File: src/rtl/led_blink_arbiter.sv
// Round-robin arbiter lending one shared LED to N_REQ requesters; each winner gets n on/off blinks, then a GAP idle.
// Latency: grant one clock after req is seen in IDLE; req is level-held until done, so no backpressure beyond waiting.
module led_blink_arbiter #(
  parameter int N_REQ = 4,
  parameter int DIV   = 5,
  parameter int GAP   = 10,
  parameter int CNT_W = 4
) (
  input  logic                   sys_clk,
  input  logic                   sys_reset,
  input  logic [N_REQ-1:0]       req,
  input  logic [N_REQ*CNT_W-1:0] blinks,
  output logic [N_REQ-1:0]       grant,
  output logic [N_REQ-1:0]       done,
  output logic                   busy,
  output logic                   led
);

  localparam int IW   = (N_REQ > 1) ? $clog2(N_REQ) : 1;
  localparam int TMAX = (DIV > GAP) ? DIV : GAP;
  localparam int TW   = $clog2(TMAX + 1);
  localparam logic [TW-1:0] DIV_LD = TW'(DIV - 1);
  localparam logic [TW-1:0] GAP_LD = TW'(GAP - 1);

  typedef enum logic [1:0] {S_IDLE, S_ON, S_OFF, S_GAP} state_t;

  state_t           state, state_nxt;
  logic [N_REQ-1:0] grant_nxt, done_nxt;
  logic             busy_nxt, led_nxt;
  logic [CNT_W-1:0] rem, rem_nxt;
  logic [TW-1:0]    timer, timer_nxt;
  logic [IW-1:0]    last, last_nxt;

  logic             found;
  logic [IW-1:0]    win, cand;
  logic [N_REQ-1:0] win_oh;
  logic [CNT_W-1:0] cnt_arr [N_REQ];

  always_comb begin
    for (int i = 0; i < N_REQ; i++) cnt_arr[i] = blinks[i*CNT_W +: CNT_W];
  end

  // First requester after the last winner, wrapping; the last winner itself is checked last.
  always_comb begin
    found = 1'b0;
    win   = '0;
    cand  = '0;
    for (int k = 1; k <= N_REQ; k++) begin
      cand = IW'((int'(last) + k) % N_REQ);
      if (!found && req[cand]) begin
        found = 1'b1;
        win   = cand;
      end
    end
  end

  assign win_oh = {{(N_REQ-1){1'b0}}, 1'b1} << win;

  always_comb begin
    state_nxt = state;
    grant_nxt = grant;
    done_nxt  = '0;
    busy_nxt  = busy;
    led_nxt   = led;
    rem_nxt   = rem;
    timer_nxt = timer;
    last_nxt  = last;
    case (state)
      S_IDLE: begin
        if (found) begin
          last_nxt = win;
          rem_nxt  = cnt_arr[win];
          busy_nxt = 1'b1;
          if (cnt_arr[win] != '0) begin
            state_nxt = S_ON;
            grant_nxt = win_oh;
            led_nxt   = 1'b1;
            timer_nxt = DIV_LD;
          end else begin
            // Zero-count service: nothing to blink, report completion straight away.
            state_nxt = S_GAP;
            grant_nxt = '0;
            done_nxt  = win_oh;
            timer_nxt = GAP_LD;
          end
        end
      end
      S_ON: begin
        if (timer == '0) begin
          state_nxt = S_OFF;
          led_nxt   = 1'b0;
          timer_nxt = DIV_LD;
        end else begin
          timer_nxt = timer - 1'b1;
        end
      end
      S_OFF: begin
        if (timer == '0) begin
          rem_nxt = rem - 1'b1;
          if (rem == CNT_W'(1)) begin
            state_nxt = S_GAP;
            grant_nxt = '0;
            done_nxt  = grant;
            timer_nxt = GAP_LD;
          end else begin
            state_nxt = S_ON;
            led_nxt   = 1'b1;
            timer_nxt = DIV_LD;
          end
        end else begin
          timer_nxt = timer - 1'b1;
        end
      end
      S_GAP: begin
        if (timer == '0) begin
          state_nxt = S_IDLE;
          busy_nxt  = 1'b0;
        end else begin
          timer_nxt = timer - 1'b1;
        end
      end
      default: state_nxt = S_IDLE;
    endcase
  end

  always_ff @(posedge sys_clk or negedge sys_reset) begin
    if (!sys_reset) begin
      state <= S_IDLE;
      grant <= '0;
      done  <= '0;
      busy  <= 1'b0;
      led   <= 1'b0;
      rem   <= '0;
      timer <= '0;
      last  <= IW'(N_REQ - 1);
    end else begin
      state <= state_nxt;
      grant <= grant_nxt;
      done  <= done_nxt;
      busy  <= busy_nxt;
      led   <= led_nxt;
      rem   <= rem_nxt;
      timer <= timer_nxt;
      last  <= last_nxt;
    end
  end

endmodule

File: config.mk
export PLATFORM = sky130hd
export DESIGN_NAME = led_blink_arbiter
export DESIGN_NICKNAME = d
export VERILOG_FILES = /design/src/rtl/led_blink_arbiter.sv
export SDC_FILE = /design/constraint.sdc
export NUM_CORES = 1
export LEC_CHECK = 0
export BUFFER_PORTS_ARGS = -buffer_cell sky130_fd_sc_hd__buf_2
export CORE_MARGIN = 2
export CORE_UTILIZATION = 45
export CTS_CLUSTER_DIAMETER = 30
export DETAILED_ROUTE_END_ITERATION = 7
export PLACE_DENSITY_LB_ADDON = 0.1
export SLEW_MARGIN = 20
export SYNTH_ARGS = -nofsm -noshare
export SYNTH_HDL_FRONTEND = slang
export SYNTH_SLANG_ARGS = --single-unit
export TNS_END_PERCENT = 50
File: constraint.sdc
create_clock -name sys_clk -period 4 [get_ports sys_clk]
set_input_delay 0.2 -clock sys_clk [delete_from_list [all_inputs] [get_ports sys_clk]]
set_output_delay 0.2 -clock sys_clk [all_outputs]
set_load 0.01 [all_outputs]
==> flow_metrics.env <==
export IMPL_grt_max_degree=23
export IMPL_place_area_mm2=0.001550
export IMPL_grtUsageMet3=0.01965
export IMPL_clock_skew_ps=2.367
export IMPL_dieArea_mm2=0.003532
export IMPL_final_hold_violation_count=0
export IMPL_worst_ir_drop_vdd_mv=0.2786
export IMPL_netlist_instances=147
export IMPL_clock_sinks=22
export IMPL_comb_power_share=0.491
export IMPL_htree_levels=1
export IMPL_synth_seq_cells=22
export IMPL_power_switching_uw=481.4
export IMPL_row_count=20
export IMPL_use_met1=0.2845
export IMPL_crit_path_end_kind="flip-flop"
export IMPL_antenna_left=0
export IMPL_clk_pin_slew_ps=130
export IMPL_max_freq_mhz=395.1
export IMPL_rsz0062_at_grt="no"
export IMPL_clock_latency_ps=320
export IMPL_pwr_share_clk=0.119
export IMPL_drc=0
export IMPL_mostFrequentLayoutCells="buf_2, dfrtp_1, mux2i_1, nor2_1, nand2_1"
export IMPL_yosysTopAreaCellShare=0.3620
export IMPL_start_util=0.4643
export IMPL_antenna_found_initial=0
export IMPL_drt_vias_per_instance=5.990
export IMPL_min_path_type="input pin to asynchronous set/reset pin"
export IMPL_seq_power_share=0.391
export IMPL_overflow=0
export IMPL_die_h_um=59.43
export IMPL_maxCapViolCount=0
export IMPL_sw_frac_of_total=0.4334
export IMPL_startpoint_type="flip-flop"
export IMPL_fin_area_mm2=0.001597
export IMPL_synth_top_cells_by_area="dfrtp_1, mux2i_1, a32o_1, dfstp_2, ha_1"
export IMPL_fin_crit_sh=0.6327
export IMPL_path_class="flip-flop to flip-flop"
export IMPL_cts_root_buf="clkbuf_4"
export IMPL_arrival_ps=2750
export IMPL_wire_per_inst_um=15.29
export IMPL_mostFrequentLayoutCell="buf_2"
export IMPL_synthFlopType="dfrtp_1"
export IMPL_grt_usage=0.2048
export IMPL_async_reset_ff_frac=1.000
export IMPL_post_cts_buffers=0
export IMPL_status="complete, no violations"
export IMPL_tightest_slew_ps=968.4
export IMPL_globalplace_congestion=0.7578
export IMPL_synth_cell_type_count=40
export IMPL_cp_required_ps=4220
export IMPL_layout_nets=204
export IMPL_vias=1258
export IMPL_fin_crit_ps=2531
export IMPL_r2r_cells=7
export IMPL_p_int_uw=629.4
export IMPL_detail_route_first_pass_iterations=4
export IMPL_power_density_mw_per_mm2=695.8
export IMPL_grt_pass1_wl_um=5499
export IMPL_synth_edff_count=0
export IMPL_leakage_nw=0.7374
export IMPL_synthToLayoutAreaGrowth_pct=15.48
export IMPL_tns_ps=0
export IMPL_busiest_layer="met2"
export IMPL_drive_gt1_frac=0.2542
export IMPL_io_pins=32
export IMPL_slew_limit_headroom=0.3505
export IMPL_avgSynthCellArea_um2=9.405
export IMPL_die_x_um=59.43
export IMPL_ys_warnings_count=0
export IMPL_yosysTopAreaCell="dfrtp_1"
export IMPL_cts_tree="yes"
export IMPL_fill_cells=275
export IMPL_cts_buffers=3
export IMPL_syn_num_nets=173
export IMPL_dpl_hpwl_um=2358
export IMPL_core_area_mm2=0.002978
export IMPL_grt_pass1_vias=1191
export IMPL_clockBufferDepth=2
export IMPL_drt_total_wl_um=3210
export IMPL_port_buffers=31
export IMPL_synth_area_mm2=0.001383
export IMPL_yosysSeqAreaShare=0.4000
export IMPL_critPathMaxFanout=10
export IMPL_setup_violations=0
export IMPL_grt_util_met2=0.3281
export IMPL_drv_slew=0
export IMPL_first_iter_violations=92
export IMPL_n_antenna_cell=0
==> sequential cells by signal, summed over array words and instances (netlist names) <==
name / cells
led: 1
rem: 4
timer: 4
grant: 4
done: 4
busy: 1
last: 2
state: 2
==> stage by stage <==
| stage | std cells | util | power, mW | hold slack, ps | setup WS [ps] |
|---|---|---|---|---|---|
| 4_1_cts | 210 | 0.5361 | 1.113 | 366.3 | 1480 |
| 2_1_floorplan | 147 | - | 0.8479 | -95.59 | 1663 |
| 6_report | 210 | 0.5361 | 1.111 | 362.8 | 1469 |
| 3_3_place_gp | 205 | 0.5206 | 0.9654 | 193.1 | 1561 |
| 5_1_grt | 210 | 0.5361 | 1.212 | 405.4 | 1300 |
| 3_5_place_dp | 205 | 0.5206 | 0.9834 | 205.9 | 1503 |
==> worst max-delay path: stages (launching register included) <==
cell,delay [ps]
dfstp_2,600
nand3b_1,90
a31oi_1,200
buf_4,230
mux2i_1,200
mux2i_1,150
or4_1,660
a32o_1,310
==> power by group through the flow <==
stage / sequential, mW / clock, mW / combinational [mW]
after floorplan: 0.410 / 0 / 0.438
after global placement: 0.432 / 0 / 0.534
after global routing: 0.450 / 0.143 / 0.618
final: 0.434 / 0.132 / 0.545
after CTS: 0.432 / 0.133 / 0.548
after detailed placement: 0.438 / 0 / 0.546
==> cell usage after synthesis (all sizes together), types with 3 or more instances <==
master	count
a21o	3
a21oi	9
a32o	8
buf	3
clkbuf	4
dfrtp	20
ha	4
inv	6
mux2i	13
nand2	10
nand2b	4
nor2	13
nor3	5
o21ai	11
==> logic make-up (layout without fill, tap and decap cells) <==
logic type | after synthesis | after routing | share of synthesized area
xor gates and xnor gates | 1 | 1 | 0.006336
and+or+nand+nor | 49 | 49 | 0.1855
AOI/OAI and AO/OA | 45 | 45 | 0.2353
DFF | 22 | 22 | 0.4000
buffers and inverters | 13 | 43 | 0.04253
adders and majority gates | 4 | 4 | 0.03620
muxes | 13 | 13 | 0.09411
==> path summary, 6_finish.rpt <==
kind	start	endpoint	slack (ps)
worst max-delay path	last[1]$_DFFE_PN1P_	grant[1]$_DFFE_PN0P_	1470
worst min-delay path	sys_reset	timer[2]$_DFFE_PN0P_	360
worst max register to register	last[1]$_DFFE_PN1P_	grant[1]$_DFFE_PN0P_	1470
worst min register to register	last[0]$_DFFE_PN1P_	last[0]$_DFFE_PN1P_	520
max in group asynchronous	sys_reset	last[0]$_DFFE_PN1P_	3270
min in group sys_clk	req[2]	timer[2]$_DFFE_PN0P_	380
==> routing by layer <==
metal,share of wire,routed length (um),vias up
met3,0.054,172,5
met4,0.015,48,0
li1,-,-,613
met2,0.46,1485,40
met1,0.47,1503,600
met5,0,0,-
==> timing repair <==
item                      4_1_cts  5_1_grt
gates resized for setup         0        0
hold endpoints to repair       20        0
hold buffers                    1        0
==> layout make-up <==
cell class                      instances  area (um^2)  area share
Timing Repair Buffer                   33        172.7      0.1082
Inverter                                6        22.52     0.01411
Sequential cell                        22        553.0      0.3464
Clock buffer                            4        36.28     0.02273
Multi-Input combinational cell        112        770.7      0.4828
Tap cell                               33        41.29     0.02586
Power figures use the tool's default switching activity.
